File: src/rtl/arb_pkg.sv
// Shared types and constants for the memory port arbiter.
package arb_pkg;

  localparam int unsigned ARB_ADDR_W = 32;
  localparam int unsigned ARB_DATA_W = 32;

  // Read data returned to a requester whose access was abandoned by the timeout.
  localparam logic [31:0] ARB_ABORT_DATA = 32'hDEAD_BEEF;

  typedef enum logic [1:0] {
    IDLE  = 2'd0,
    FETCH = 2'd1,
    DATA  = 2'd2,
    RESP  = 2'd3
  } arb_state_t;

endpackage

File: src/rtl/arb_timeout_ctr.sv
// Wait-cycle counter for the arbiter's optional memory timeout.
// Present only when ARB_TIMEOUT_EN is defined; the default build has no counter.
`ifdef ARB_TIMEOUT_EN
module arb_timeout_ctr #(
  parameter int unsigned LIMIT = 255
) (
  input  logic clk,
  input  logic n_reset,
  input  logic i_clear,
  input  logic i_enable,
  output logic o_hit
);

  localparam int unsigned CW = $clog2(LIMIT + 1);

  logic [CW-1:0] r_cnt;

  // Count ack-less wait cycles; cleared whenever no access is outstanding.
  always_ff @(posedge clk) begin
    if (!n_reset) begin
      r_cnt <= '0;
    end else if (i_clear) begin
      r_cnt <= '0;
    end else if (i_enable) begin
      r_cnt <= r_cnt + 1'b1;
    end
  end

  // Hit on the LIMIT-th consecutive wait cycle, so the access is abandoned
  // after exactly LIMIT cycles of mem_req without mem_ack.
  assign o_hit = i_enable && (r_cnt == CW'(LIMIT - 1));

endmodule
`endif

File: src/rtl/mem_port_arbiter.sv
// Serialises instruction-fetch and load/store requests onto one memory port.
// Data requests win over fetches; each transaction ends with a one-cycle ready.
// Optional feature macro: ARB_TIMEOUT_EN (abort after TIMEOUT_CYCLES without mem_ack).
module mem_port_arbiter
  import arb_pkg::*;
#(
  parameter int unsigned ADDR_W         = ARB_ADDR_W,
  parameter int unsigned DATA_W         = ARB_DATA_W,
  parameter int unsigned TIMEOUT_CYCLES = 255
) (
  input  logic              clk,
  input  logic              n_reset,
  input  logic              if_req,
  input  logic [ADDR_W-1:0] if_addr,
  output logic [DATA_W-1:0] if_rdata,
  output logic              if_ready,
  input  logic              d_req,
  input  logic              d_we,
  input  logic [ADDR_W-1:0] d_addr,
  input  logic [DATA_W-1:0] d_wdata,
  output logic [DATA_W-1:0] d_rdata,
  output logic              d_ready,
  output logic              mem_req,
  output logic              mem_we,
  output logic [ADDR_W-1:0] mem_addr,
  output logic [DATA_W-1:0] mem_wdata,
  input  logic [DATA_W-1:0] mem_rdata,
  input  logic              mem_ack,
  output logic              busy,
  output logic              err
);

  arb_state_t        r_state;
  arb_state_t        w_next;
  logic              w_abort;
  logic              w_waiting;
  logic              r_mem_req;
  logic              r_mem_we;
  logic [ADDR_W-1:0] r_mem_addr;
  logic [DATA_W-1:0] r_mem_wdata;
  logic [DATA_W-1:0] r_if_rdata;
  logic [DATA_W-1:0] r_d_rdata;
  logic              r_if_ready;
  logic              r_d_ready;
  logic              r_err;

  assign w_waiting = (r_state == FETCH) || (r_state == DATA);

`ifdef ARB_TIMEOUT_EN
  arb_timeout_ctr #(
    .LIMIT(TIMEOUT_CYCLES)
  ) u_timeout (
    .clk     (clk),
    .n_reset (n_reset),
    .i_clear (!w_waiting),
    .i_enable(w_waiting && !mem_ack),
    .o_hit   (w_abort)
  );
`else
  assign w_abort = 1'b0;
`endif

  // State register.
  always_ff @(posedge clk) begin
    if (!n_reset) begin
      r_state <= IDLE;
    end else begin
      r_state <= w_next;
    end
  end

  // Next-state: data beats fetch in IDLE; RESP always lasts one cycle.
  always_comb begin
    w_next = r_state;
    case (r_state)
      IDLE: begin
        if (d_req) begin
          w_next = DATA;
        end else if (if_req) begin
          w_next = FETCH;
        end
      end
      FETCH, DATA: begin
        if (mem_ack || w_abort) begin
          w_next = RESP;
        end
      end
      RESP:    w_next = IDLE;
      default: w_next = IDLE;
    endcase
  end

  // Memory-side request latching and requester-side response capture.
  always_ff @(posedge clk) begin
    if (!n_reset) begin
      r_mem_req   <= 1'b0;
      r_mem_we    <= 1'b0;
      r_mem_addr  <= '0;
      r_mem_wdata <= '0;
      r_if_rdata  <= '0;
      r_d_rdata   <= '0;
      r_if_ready  <= 1'b0;
      r_d_ready   <= 1'b0;
      r_err       <= 1'b0;
    end else begin
      r_if_ready <= 1'b0;
      r_d_ready  <= 1'b0;
      r_err      <= 1'b0;
      case (r_state)
        IDLE: begin
          if (d_req) begin
            r_mem_req   <= 1'b1;
            r_mem_we    <= d_we;
            r_mem_addr  <= d_addr;
            r_mem_wdata <= d_wdata;
          end else if (if_req) begin
            r_mem_req  <= 1'b1;
            r_mem_we   <= 1'b0;
            r_mem_addr <= if_addr;
          end
        end
        FETCH: begin
          if (mem_ack) begin
            r_mem_req  <= 1'b0;
            r_if_rdata <= mem_rdata;
            r_if_ready <= 1'b1;
          end else if (w_abort) begin
            r_mem_req  <= 1'b0;
            r_if_rdata <= DATA_W'(ARB_ABORT_DATA);
            r_if_ready <= 1'b1;
            r_err      <= 1'b1;
          end
        end
        DATA: begin
          if (mem_ack) begin
            r_mem_req <= 1'b0;
            r_d_rdata <= mem_rdata;
            r_d_ready <= 1'b1;
          end else if (w_abort) begin
            r_mem_req <= 1'b0;
            r_d_rdata <= DATA_W'(ARB_ABORT_DATA);
            r_d_ready <= 1'b1;
            r_err     <= 1'b1;
          end
        end
        default: ;
      endcase
    end
  end

  assign mem_req   = r_mem_req;
  assign mem_we    = r_mem_we;
  assign mem_addr  = r_mem_addr;
  assign mem_wdata = r_mem_wdata;
  assign if_rdata  = r_if_rdata;
  assign d_rdata   = r_d_rdata;
  assign if_ready  = r_if_ready;
  assign d_ready   = r_d_ready;
  assign busy      = (r_state != IDLE);
  assign err       = r_err;

endmodule
File: config.mk
export PLATFORM = sky130hd
export DESIGN_NAME = mem_port_arbiter
export DESIGN_NICKNAME = d
export VERILOG_FILES = /design/src/rtl/arb_pkg.sv /design/src/rtl/arb_timeout_ctr.sv /design/src/rtl/mem_port_arbiter.sv
export SDC_FILE = /design/constraint.sdc
export NUM_CORES = 1
export LEC_CHECK = 0
export CAP_MARGIN = 20
export CORE_MARGIN = 1.5
export CORE_UTILIZATION = 40
export CTS_CLUSTER_SIZE = 12
export DETAILED_ROUTE_END_ITERATION = 10
export PLACE_DENSITY = 0.81
export SETUP_SLACK_MARGIN = 0.2
export SLEW_MARGIN = 5
export SYNTH_ARGS = -nofsm -noshare
export SYNTH_HDL_FRONTEND = slang
export SYNTH_SLANG_ARGS = --single-unit
File: constraint.sdc
create_clock -name clk -period 1.6 [get_ports clk]
set_input_delay 0.48 -clock clk [delete_from_list [all_inputs] [get_ports clk]]
set_output_delay 0.48 -clock clk [all_outputs]
set_load 0.01 [all_outputs]
==> flow_summary.json <==
{
  "status": "completed",
  "ys_seq_area_share_pct": 51.6,
  "fill_cells": 882,
  "placed_cells": 1020,
  "cp.arrival_ns": 1.11,
  "r2r_cells": 9,
  "fin_area_um2": 9460,
  "n_antenna_cell": 0,
  "utilization_pct": 74.7,
  "ys.flop_type": "dfxtp_1",
  "synth_fp_nets": 737,
  "grtUsageTotal_pct": 23.2,
  "drc_errors": 0,
  "critPathMostFrequentCell": "inv_2",
  "design.core.area_um2": 12700,
  "vdd_drop_max_v": 0.000951,
  "initial_core_util_pct": 41.0,
  "setup_ws_ns": 0.0108,
  "syn_to_final_growth_pct": 82.1,
  "min_path_cells": 2,
  "dieWidth_um": 117,
  "use_met1_pct": 24.1,
  "gr-max-usage-layer": "met2",
  "ant_nets": 0,
  "finalCritPeriodShare_pct": 99.3,
  "cts_hold_buf": 0,
  "netlist_area_um2": 5200,
  "cts_sinks": 134,
  "rrSetupSlack_ns": 0.01,
  "cp.required_ns": 1.12,
  "rsz0062_at_grt": "true",
  "die_h_um": 117,
  "fin_worst_skew_ns": 0.00747,
  "crit_path_start_kind": "flip-flop",
  "port_buffers": 266,
  "r2r-end": "if_rdata[31]$_SDFFE_PN0P_",
  "hold_path.class": "reg -> reg",
  "htreeDepth": 4,
  "vias": 5429,
  "grt.overflow.total": 0,
  "cpPeakStageDelay_ns": 0.34,
  "yosysWarnings": 0,
  "worst_hold_path.endpoint": "if_rdata[29]$_SDFFE_PN0P_",
  "drive_above_1_share_pct": 46.6,
  "dr.pass1.iters": 4,
  "crit_chain": "inv_2 > ha_4 > inv_2 > buf_6",
  "slew_viol_final": 0,
  "period_minus_slack_ns": 1.59,
  "numCtsBuffers": 17,
  "nNetsFinal": 1033,
  "end_kind": "primary output",
  "grt_pass1_vias": 4909,
  "async_flop_share_pct": 0,
  "dpl_cell_area_um2": 8180,
  "final_common_cell": "nand2_1",
  "antenna_found_initial": 0,
  "tritoncts": "built",
  "post-place-ws_ns": -0.160,
  "cp_slowest_cell": "dfxtp_2",
  "dieArea_um2": 13700,
  "ctsRootBufferMaster": "clkbuf_16",
  "power_mw": 14.3,
  "cp_top_family": "flip-flops",
  "dp_hpwl_um": 11300,
  "maxCapViolCount": 0,
  "clk_path_buf_depth": 2,
  "syn_inst": 599,
  "gp_congestion": 0.744,
  "clk_pin_slew_worst_paths_ns": 0.06,
  "setup_viol": 0,
  "wire_per_inst_um": 18.2,
  "insertion_delay_ns": 0.41,
  "powerDensity_nw_per_um2": 1520,
  "grt_max_degree": 34,
  "cp_max_fo": 2,
  "use_met2_pct": 40.9,
  "crit_buf_inv": 3,
  "drt_iter0_markers": 303,
  "critPathKind": "reg -> out",
  "finalNonFillerCells": 1080,
  "r2r-start": "r_state[1]$_SDFFE_PN0P_",
  "avgSynthCellArea_um2": 8.68,
  "finalHoldViolations": 0,
  "synth_seq_cells": 134,
  "max_freq_mhz": 629,
  "synth_cell_types": 26,
  "rows": 41,
  "hp-start": "if_rdata[29]$_SDFFE_PN0P_",
  "ioPinCount": 268,
  "final_cell_mix": "142 x nand2_1, 131 x clkdlybuf4s50_1, 106 x buf_2",
  "grt_pass1_wl_um": 24300,
  "synth_edf_count": 0,
  "p_leak_nw": 4.16,
  "use_met3_pct": 10.3,
  "via_per_inst": 5.03,
  "wl_um": 19700
}
==> per-stage QoR <==
step | hold slack, ns | TNS, ns
after floorplan | 0.451 | 0
after global placement | 0.440 | -7.76
after detailed placement | 0.446 | -9.56
after CTS | 0.451 | 0
after global routing | 0.470 | -0.199
final | 0.451 | 0
==> worst register-to-register path, delay by kind of cell, from the launching register on <==
family	cells	cell delay [ns]
flip-flops	1	0.33
buffers and inverters	5	0.54
AO/OA/AOI/OAI	1	0.15
AND/OR/NAND/NOR	2	0.33
adder cells (fa/ha/maj)	1	0.17
==> Yosys cell counts, types with 2 or more instances <==
cell type,n,share of area (%)
a211oi_2,32,7.7
a21oi_1,97,9.3
and2_1,3,0.36
buf_1,6,0.43
buf_2,14,1.3
buf_4,3,0.43
buf_6,6,1.3
clkbuf_1,16,1.2
clkbuf_4,2,0.29
dfxtp_1,134,52
ha_1,4,0.96
inv_1,3,0.22
mux2i_1,34,6.5
nand2_1,198,14
nor2_1,36,2.6
==> cell type report <==
type                            count  area (um^2)  area share (%)
Inverter                            4         17.5           0.185
Clock inverter                     11          148            1.56
Timing Repair Buffer              324         3050            32.2
Multi-Input combinational cell    414         2820            29.8
Tap cell                          172          215            2.27
Sequential cell                   134         2750            29.0
Clock buffer                       21          470            4.97
==> flip-flops by register name, summed over array words and instances, names as in the netlist <==
name / cells
d_rdata: 32
d_ready: 1
if_rdata: 32
if_ready: 1
mem_addr: 32
mem_req: 1
mem_wdata: 32
mem_we: 1
r_state: 2
==> cells by family (layout without fill, tap and decap cells) <==
group	count (synthesis)	in the layout	share of synthesized area, %
AND/OR/NAND/NOR	239	239	17.5
AO/OA/AOI/OAI	136	136	18.1
flip-flops	134	134	51.6
buffers and inverters	51	360	5.25
multiplexers	34	34	6.55
adder cells (fa/ha/maj)	4	4	0.963
other	1	1	0.0722
==> worst max path at each step <==
stage                                        from                         to  slack, ns  cells past startpoint
after floorplan                             d_req   mem_addr[1]$_SDFFE_PN0P_       0.23                      6
after global placement                     if_req        mem_we$_SDFFE_PN0P_      -0.13                      6
after detailed placement                   if_req  mem_addr[17]$_SDFFE_PN0P_      -0.16                      5
after CTS                 r_state[1]$_SDFFE_PN0P_                       busy       0.01                      4
after global routing      r_state[1]$_SDFFE_PN0P_  if_rdata[31]$_SDFFE_PN0P_      -0.06                      9
final                     r_state[0]$_SDFFE_PN0P_                       busy       0.01                      4
==> power by group <==
| part | internal [mW] | leakage (nW) | total, mW | switching, mW |
|---|---|---|---|---|
| Combinational | 2.95 | 2.73 | 5.88 | 2.93 |
| Clock | 2.58 | 0.303 | 4.06 | 1.48 |
| Sequential | 4.06 | 1.12 | 4.40 | 0.342 |
==> per-layer routing <==
metal | routed length (um) | share of wire [%]
met2 | 10100 | 51
met1 | 6980 | 35
met3 | 1880 | 9.6
met5 | 0 | 0
met4 | 752 | 3.8
==> timing repair <==
| item | in CTS | in global routing |
|---|---|---|
| pin swaps | 2 | 47 |
| gates cloned | 3 | 15 |
| setup endpoints to repair | 195 | 180 |
| endpoints found under the hold margin | 0 | 0 |
| resized for setup | 554 | 239 |
| setup buffers | 5 | 5 |
Note: power is estimated with default switching activity, not from simulation.
